$ cat config.mk
export PLATFORM = sky130hd
export DESIGN_NAME = acc_display
export DESIGN_NICKNAME = d
export VERILOG_FILES = /design/src/rtl/disp_pkg.sv /design/src/rtl/seg7_decode.sv /design/src/rtl/acc_display.sv
export SDC_FILE = /design/constraint.sdc
export NUM_CORES = 1
export LEC_CHECK = 0
export BUFFER_PORTS_ARGS = -buffer_cell sky130_fd_sc_hd__buf_2
export CAP_MARGIN = 20
export CORE_ASPECT_RATIO = 1.2
export CORE_MARGIN = 5
export CORE_UTILIZATION = 33
export DETAILED_ROUTE_END_ITERATION = 8
export SYNTH_ARGS = -nofsm -noshare
export SYNTH_HDL_FRONTEND = slang
export SYNTH_HIERARCHICAL = 1
export SYNTH_SLANG_ARGS = --single-unit
$ cat constraint.sdc
create_clock -name Clock -period 2.45 [get_ports Clock]
set_input_delay 0.49 -clock Clock [delete_from_list [all_inputs] [get_ports Clock]]
set_output_delay 0.49 -clock Clock [all_outputs]
set_load 0.01 [all_outputs]
$ cat src/rtl/disp_pkg.sv
`default_nettype none
// disp_pkg: shared FSM state type, seven-segment constants and BCD helper for acc_display.
package disp_pkg;

  typedef enum logic [1:0] {
    ST_IDLE    = 2'd0,
    ST_CONVERT = 2'd1,
    ST_SHOW    = 2'd2
  } state_t;

  // Active-low segments ordered {g,f,e,d,c,b,a}
  localparam logic [6:0] SEG_BLANK = 7'h7F;
  localparam logic [6:0] SEG_MINUS = 7'h3F;
  localparam logic [6:0] SEG_0     = 7'h40;
  localparam logic [6:0] SEG_1     = 7'h79;
  localparam logic [6:0] SEG_2     = 7'h24;
  localparam logic [6:0] SEG_3     = 7'h30;
  localparam logic [6:0] SEG_4     = 7'h19;
  localparam logic [6:0] SEG_5     = 7'h12;
  localparam logic [6:0] SEG_6     = 7'h02;
  localparam logic [6:0] SEG_7     = 7'h78;
  localparam logic [6:0] SEG_8     = 7'h00;
  localparam logic [6:0] SEG_9     = 7'h10;

  function automatic logic [3:0] add3(input logic [3:0] d);
    return (d >= 4'd5) ? d + 4'd3 : d;
  endfunction

endpackage
`default_nettype wire

$ cat src/rtl/seg7_decode.sv
`default_nettype none
// seg7_decode: BCD digit to active-low seven-segment pattern; codes above 9 are blank.
module seg7_decode
  import disp_pkg::*;
(
  input  logic [3:0] bcd,
  output logic [6:0] seg
);

  always_comb begin
    seg = SEG_BLANK;
    case (bcd)
      4'd0:    seg = SEG_0;
      4'd1:    seg = SEG_1;
      4'd2:    seg = SEG_2;
      4'd3:    seg = SEG_3;
      4'd4:    seg = SEG_4;
      4'd5:    seg = SEG_5;
      4'd6:    seg = SEG_6;
      4'd7:    seg = SEG_7;
      4'd8:    seg = SEG_8;
      4'd9:    seg = SEG_9;
      default: seg = SEG_BLANK;
    endcase
  end

endmodule
`default_nettype wire

$ cat src/rtl/acc_display.sv
`default_nettype none
// acc_display: debounces a signed 8-bit accumulator value and shows it as sign + 3 decimal digits.
// Macro DISP_LEADING_ZERO_BLANK_EN blanks leading zero hundreds/tens digits.
module acc_display
  import disp_pkg::*;
#(
  parameter int SETTLE_CYCLES = 4
) (
  input  logic       Clock,
  input  logic       Reset,
  input  logic [7:0] Value,
  output logic [6:0] HEX0,
  output logic [6:0] HEX1,
  output logic [6:0] HEX2,
  output logic [6:0] HEX3,
  output logic       Busy,
  output logic       Updated
);

  localparam logic [3:0] SETTLE = 4'(SETTLE_CYCLES);

  state_t      state;
  logic [7:0]  in_q;
  logic [7:0]  shown_q;
  logic [3:0]  stab_cnt;
  logic [8:0]  mag_q;
  logic [11:0] bcd_q;
  logic [2:0]  iter_q;
  logic [7:0]  abs_in;
  logic [3:0]  units_adj;
  logic [3:0]  tens_adj;
  logic [6:0]  seg_units;
  logic [6:0]  seg_tens;
  logic [6:0]  seg_hund;
  logic [6:0]  hex1_show;
  logic [6:0]  hex2_show;

  // 8-bit negate of 0x80 yields 0x80, which read unsigned is the required 128
  assign abs_in    = in_q[7] ? (~in_q) + 8'd1 : in_q;
  assign units_adj = add3(bcd_q[3:0]);
  assign tens_adj  = add3(bcd_q[7:4]);

  seg7_decode u_units (.bcd(bcd_q[3:0]),  .seg(seg_units));
  seg7_decode u_tens  (.bcd(bcd_q[7:4]),  .seg(seg_tens));
  seg7_decode u_hund  (.bcd(bcd_q[11:8]), .seg(seg_hund));

`ifdef DISP_LEADING_ZERO_BLANK_EN
  localparam logic [6:0] UPPER_RST = SEG_BLANK;
  logic hund_zero;
  logic tens_zero;
  assign hund_zero = (bcd_q[11:8] == 4'd0);
  assign tens_zero = (bcd_q[7:4] == 4'd0);
  assign hex2_show = hund_zero ? SEG_BLANK : seg_hund;
  assign hex1_show = (hund_zero && tens_zero) ? SEG_BLANK : seg_tens;
`else
  localparam logic [6:0] UPPER_RST = SEG_0;
  assign hex2_show = seg_hund;
  assign hex1_show = seg_tens;
`endif

  always_ff @(posedge Clock) begin
    if (Reset) begin
      state    <= ST_IDLE;
      in_q     <= '0;
      stab_cnt <= '0;
      shown_q  <= '0;
      mag_q    <= '0;
      bcd_q    <= '0;
      iter_q   <= '0;
      Busy     <= 1'b0;
      Updated  <= 1'b0;
      HEX0     <= SEG_0;
      HEX1     <= UPPER_RST;
      HEX2     <= UPPER_RST;
      HEX3     <= SEG_BLANK;
    end else begin
      in_q    <= Value;
      Updated <= 1'b0;
      if (Value != in_q)
        stab_cnt <= '0;
      else if (stab_cnt != SETTLE)
        stab_cnt <= stab_cnt + 4'd1;

      case (state)
        ST_IDLE: begin
          if (stab_cnt == SETTLE && in_q != shown_q) begin
            state   <= ST_CONVERT;
            Busy    <= 1'b1;
            shown_q <= in_q;
            // magnitude kept left-aligned so each iteration shifts out bit 8
            mag_q   <= {abs_in, 1'b0};
            bcd_q   <= '0;
            iter_q  <= '0;
          end
        end
        ST_CONVERT: begin
          // hundreds never exceeds 1 for |x| <= 128, so it needs no add-3
          bcd_q  <= {bcd_q[10:8], tens_adj, units_adj, mag_q[8]};
          mag_q  <= {mag_q[7:0], 1'b0};
          iter_q <= iter_q + 3'd1;
          if (iter_q == 3'd7)
            state <= ST_SHOW;
        end
        ST_SHOW: begin
          HEX0    <= seg_units;
          HEX1    <= hex1_show;
          HEX2    <= hex2_show;
          HEX3    <= shown_q[7] ? SEG_MINUS : SEG_BLANK;
          Updated <= 1'b1;
          Busy    <= 1'b0;
          state   <= ST_IDLE;
        end
        default: begin
          state <= ST_IDLE;
          Busy  <= 1'b0;
        end
      endcase
    end
  end

endmodule
`default_nettype wire

Word level (Yosys, flattened, before mapping)
Memories as Yosys holds them, arrays and structs flattened. A register that Yosys moved wholly into a read port is not among the register bits.
Cells that the tools add are included.
Word-level totals
  flip-flop bits (word level): 55
  ROM bits: 336
  output and inout port bits: 30
  logic and storage cells: 55
  memories: 3
Cells by class
  $add $sub $neg: 5
  order comparisons: 2
  equality and inequality tests: 9
  multiplexer cells: 16
  bitwise operators: 2
  reduce and logical (&&, ||, !) cells: 8
Memory list
  (name not given): words 16, width 7, read ports 1, clocked after Yosys merged registers in 1, wr ports 0, RTL line seg7_decode.sv:12  | case (bcd)
  (name not given): words 16, width 7, read ports 1, clocked after Yosys merged registers in 1, wr ports 0, RTL line seg7_decode.sv:12
  (name not given): words 16, width 7, read ports 1, clocked after Yosys merged registers in 1, wr ports 0, RTL line seg7_decode.sv:12
Operators with widths (count)
  12-bit one-hot mux with 2 select lines: 1
  9-bit one-hot mux with 2 select lines: 1
  8-bit inequality test: 2
  12-bit two-way mux: 1
  9-bit two-way mux: 1
  4-bit by 2-bit adder with 4-bit output, second input constant: 2
  8-bit by 1-bit adder with 8-bit output, second input constant: 1
  4-bit by 3-bit >= comparator with 1-bit output, second input constant: 2
  4-bit two-way mux: 2
  8-bit two-way mux: 1
  8-bit NOT: 1
  2-bit AND reduction: 4
  7-bit two-way mux: 1
  3-bit one-hot mux with 2 select lines: 1
  4-bit by 1-bit adder with 4-bit output, second input constant: 1
  4-bit by 3-bit equality test with 1-bit output, second input constant: 1
  2-bit two-way mux: 2
  2-bit inequality test, second input constant: 2
  4-bit by 3-bit inequality test with 1-bit output, second input constant: 1
  2-bit one-hot mux with 2 select lines: 1
  3-bit by 1-bit adder with 3-bit output, second input constant: 1
  3-bit equality test, second input constant: 1
  3-bit two-way mux: 1
  2-bit by 1-bit equality test with 1-bit output, second input constant: 1
  other kinds (8): 9

Logic depth before layout (Yosys ltp)
  word-level depth: 5
  depth in mapped cells: 8
  gate-level depth less buffers: 7

Hierarchy
Netlist, hierarchy kept.
By module, submodules not included
  acc_display: times used 1, cells an instance 374, area each 3234.4 um^2, seq. area each 1381.3 um^2
  seg7_decode: times used 3, cells an instance 33, area each 210.2 um^2, seq. area each 0.0 um^2

Least setup slack after synthesis
No wires, ideal clock.
  path kind: register -> register
  from: reg stab_cnt[0]
  to: reg mag_q[6]
  setup time: 0.122 ns
  arrival time: 1.479 ns
  slack: 0.849 ns
  cell stages (with the launch flop): 8
  buffers on the path: 0
  clock period less this slack: 1.601 ns
  cells stage by stage: dfxtp_1 -> inv_1 -> ha_1 -> nand3b_4 -> nor3_4 -> o21ai_4 -> and4_1 -> a311o_1
Between the ends
  longest elaborated chain between the ends: 4
Ends and longest elaborated chain
  from (decl): RTL line acc_display.sv:25  | logic [3:0] stab_cnt;
  from (signal assigned): RTL line acc_display.sv:82  | stab_cnt <= stab_cnt + 4'd1;
  4-bit by 3-bit equality test with 1-bit output: RTL line acc_display.sv:86  | if (stab_cnt == SETTLE && in_q != shown_q) begin
  1-bit logical AND: RTL line acc_display.sv:86
  2-bit inequality test (no source line)
  2-bit AND reduction (no source line)
  to (signal assigned): RTL line acc_display.sv:91  | mag_q <= {abs_in, 1'b0};
  to (signal assigned): RTL line acc_display.sv:99  | mag_q <= {mag_q[7:0], 1'b0};
  to (decl): RTL line acc_display.sv:26  | logic [8:0] mag_q;
No other way between the ends.
A chain may end at the register's enable or synchronous reset.

Worst setup path in the final report
  from: reg in_q[2]
  to: reg mag_q[6]
Between the ends
  longest elaborated chain between the ends: 5
Ends and longest elaborated chain
  from (decl): RTL line acc_display.sv:23  | logic [7:0] in_q;
  from (signal assigned): RTL line acc_display.sv:77  | in_q <= Value;
  8-bit NOT: RTL line acc_display.sv:39  | assign abs_in = in_q[7] ? (~in_q) + 8'd1 : in_q;
  8-bit by 1-bit adder with 8-bit output: RTL line acc_display.sv:39
  8-bit two-way mux: RTL line acc_display.sv:39
  9-bit two-way mux: RTL line acc_display.sv:86
  9-bit one-hot mux with 2 select lines: RTL line acc_display.sv:84  | case (state)
Parallel ways exist; a longest one is shown, timed or not. The select of a mux whose other input is x is not followed.

==> reports/results.ini <==
[final_layout]
final_util = 0.376
multi_input_area_sq_mm = 0.00217
regArea_sq_mm = 0.00138
area_growth_syn_to_layout_pct = 11.9
nFillCells = 1229
fin_nets = 524
instances_no_fill = 651
diodes = 0
layout-drive-gt1-share = 0.144

[floorplan]
std_cell_rows = 43
core_sq_mm = 0.0115
io_pins = 40
chipHeight_um = 129
start_util = 0.336
die_x_um = 109
die_area_sq_mm = 0.0140

[detailed_routing]
routed_via_density = 4.70
via_count = 3057
drc = 0
first_iter_violations = 121
wl_per_cell_um = 11.5
ant_nets = 0
dr.pass1.iters = 4
routed_wirelength_mm = 7.52

[sta]
fin_skew_ns = 0.00676
slew_violations = 0
timing.final.ws_setup_ns = 0.421
setup_violations = 0
period_minus_slack_ns = 2.03
report.final.hold_viol_count = 0
worst_pin_slew_ns = 0.867
fin_crit_sh = 0.828
tns_ns = 0
clock.fmax_ghz = 0.493
relSlewSlack = 0.422
rsz0062_at_grt = false

[critical_path]
cp_max_fo = 24
r2r_end = mag_q[6]
worstPathCellList = xnor2_2, nand4_2, o21ai_4, nor3_1, a311o_1
cp_slowest_stage_delay_ns = 0.55
cp.arrival_ns = 2.24
cpMaxStageDelayCell = o21ai_4
crit_start = in_q[2]
cp-end-kind = flip-flop
critPathRequiredTime_ns = 2.66
start_kind = flip-flop
crit_type = flip-flop to flip-flop
endpoint = mag_q[6]
ff2ff_path_depth = 5
timing.rr.start = in_q[2]
rrSetupSlack_ns = 0.42

[power_and_ir_drop]
ir_worst_vdd_mv = 0.307
cellLeakagePower_nw = 1.57
finalPower_mw = 2.49
power.density_mw_per_mm2 = 575

[clocking]
cts_setup_buffers = 0
clk_pin_slew_worst_paths_ns = 0.06
cts_htree_levels = 3
cts_tree = yes
ctsLongestPathBuffers = 2
cts_made_buffers = 9
clockRootBuffer = clkbuf_16
postCtsHoldBufs = 0
cts_resized = 0
clock_latency_ns = 0.33
clkSinkCount = 69

[synth]
synthMostInstantiatedCell = nand2_1
async_flop_share = 0
netlist.area_leader.share = 0.357
synth_common_cells = nand2_1, dfxtp_1, a21oi_1, nor2_1
synth.area.top_cells = dfxtp_1, ha_1, nand2_1
synth_seq_cells = 69
netlist_area_sq_mm = 0.00386
yosysTopAreaCell = dfxtp_1
synth-edff-count = 0
yosysUniqueCellTypes = 48
ys_warn_count = 6
avgSynthCellArea_sq_um = 8.17
syn_inst = 473
synthFlopType = dfxtp_1
ys_seq_area_frac = 0.357

[run_status]
outcome = complete, no violations

[place]
gp_congestion = 0.745
pre_cts_ws_ns = 0.430
dp_cells = 636
portBuffers = 33
hpwl_mm = 5.38

[grt]
grt_max_degree = 47
grt_pass1_vias = 2974
gr-total-overflow = 0
grtUsageTotal = 0.114
use_met1 = 0.133
grt_pass1_wl_mm = 13.0
use_met3 = 0.0346
gr-usage-met2 = 0.199
grt-busiest-layer = met2
antenna_found_initial = 0

[min_path]
min_path_type = input pin to flip-flop

[flow_run]
cap_viol_max_count = 0

[critical path: cells and delay by family (launching register included)]
| family | cells | cell delay, ns |
|---|---|---|
| xor+xnor | 1 | 0.15 |
| simple gates | 2 | 0.35 |
| compound gates | 2 | 0.89 |
| flops | 1 | 0.52 |
[area by class of cell]
class / count / share of cell area
Clock buffer: 10 / 0.0529
Clock inverter: 5 / 0.0121
Inverter: 20 / 0.0174
Multi-Input combinational cell: 349 / 0.501
Sequential cell: 69 / 0.319
Tap cell: 157 / 0.0454
Timing Repair Buffer: 41 / 0.0521
[sequential cells by signal, indices dropped and copies added, names as in the netlist]
register  cells
iter_q        3
bcd_q        12
mag_q         8
state         2
HEX1          7
HEX0          7
HEX2          7
shown_q       8
in_q          8
Busy          1
stab_cnt      4
Updated       1
HEX3          1
[layer usage]
layer	part of all wire	vias to the layer above	wire length, um
met5	0	-	0
met4	0.013	0	99
met3	0.039	9	290
met2	0.48	39	3620
met1	0.47	1399	3500
li1	-	1610	-
[kinds of logic after synthesis]
family	Yosys count	synth area share
compound gates	105	0.156
xor+xnor	23	0.0667
fa+ha+maj	24	0.0777
buf+inv	60	0.0871
flops	69	0.357
mux	2	0.00518
other cells	1	0.000970
simple gates	189	0.249
[per-stage QoR]
stage / cell area (sq um) / hold WS (ns)
finish: 4330 / 0.396
global route: 4330 / 0.404
CTS: 4330 / 0.393
detailed placement: 4040 / 0.446
global placement: 4040 / 0.442
floorplan: 3880 / 0.432
[worst min-delay path by stage]
stage                     cells past startpoint     start  endpoint
after CTS                                     2  Value[3]   in_q[3]
final                                         2  Value[3]   in_q[3]
after detailed placement                      2   HEX0[4]   HEX0[4]
after global routing                          2  Value[4]   in_q[4]
after floorplan                               2  mag_q[2]  mag_q[3]
after global placement                        2   HEX0[4]   HEX0[4]
[report_power, final]
part / total, mW / switching [mW] / internal (mW)
Sequential: 1.14 / 0.0135 / 1.13
Clock: 1.24 / 0.468 / 0.776
Combinational: 0.0984 / 0.0563 / 0.0421
Total: 2.49 / 0.537 / 1.95
[cell usage in the layout (no fill, tap or decap), drive strengths merged, types with 2 or more instances in the layout]
| cell type | instances |
|---|---|
| nand3b | 6 |
| buf | 41 |
| nor2b | 10 |
| nand4 | 5 |
| nand3 | 18 |
| nand2 | 78 |
| o21ai | 25 |
| mux2i | 2 |
| o211ai | 4 |
| clkinv | 3 |
| dfxtp | 69 |
| inv | 20 |
| ha | 24 |
| nand2b | 20 |
| xor2 | 3 |
| nor2 | 27 |
| or2 | 3 |
| a31oi | 8 |
| clkbuf | 10 |
| a21oi | 60 |
| or3 | 3 |
| conb | 6 |
| nor4 | 3 |
| o2111ai | 2 |
| or2b | 3 |
| xnor2 | 20 |
| nor3 | 7 |
| nor3b | 2 |
Power figures use the tool's default switching activity.
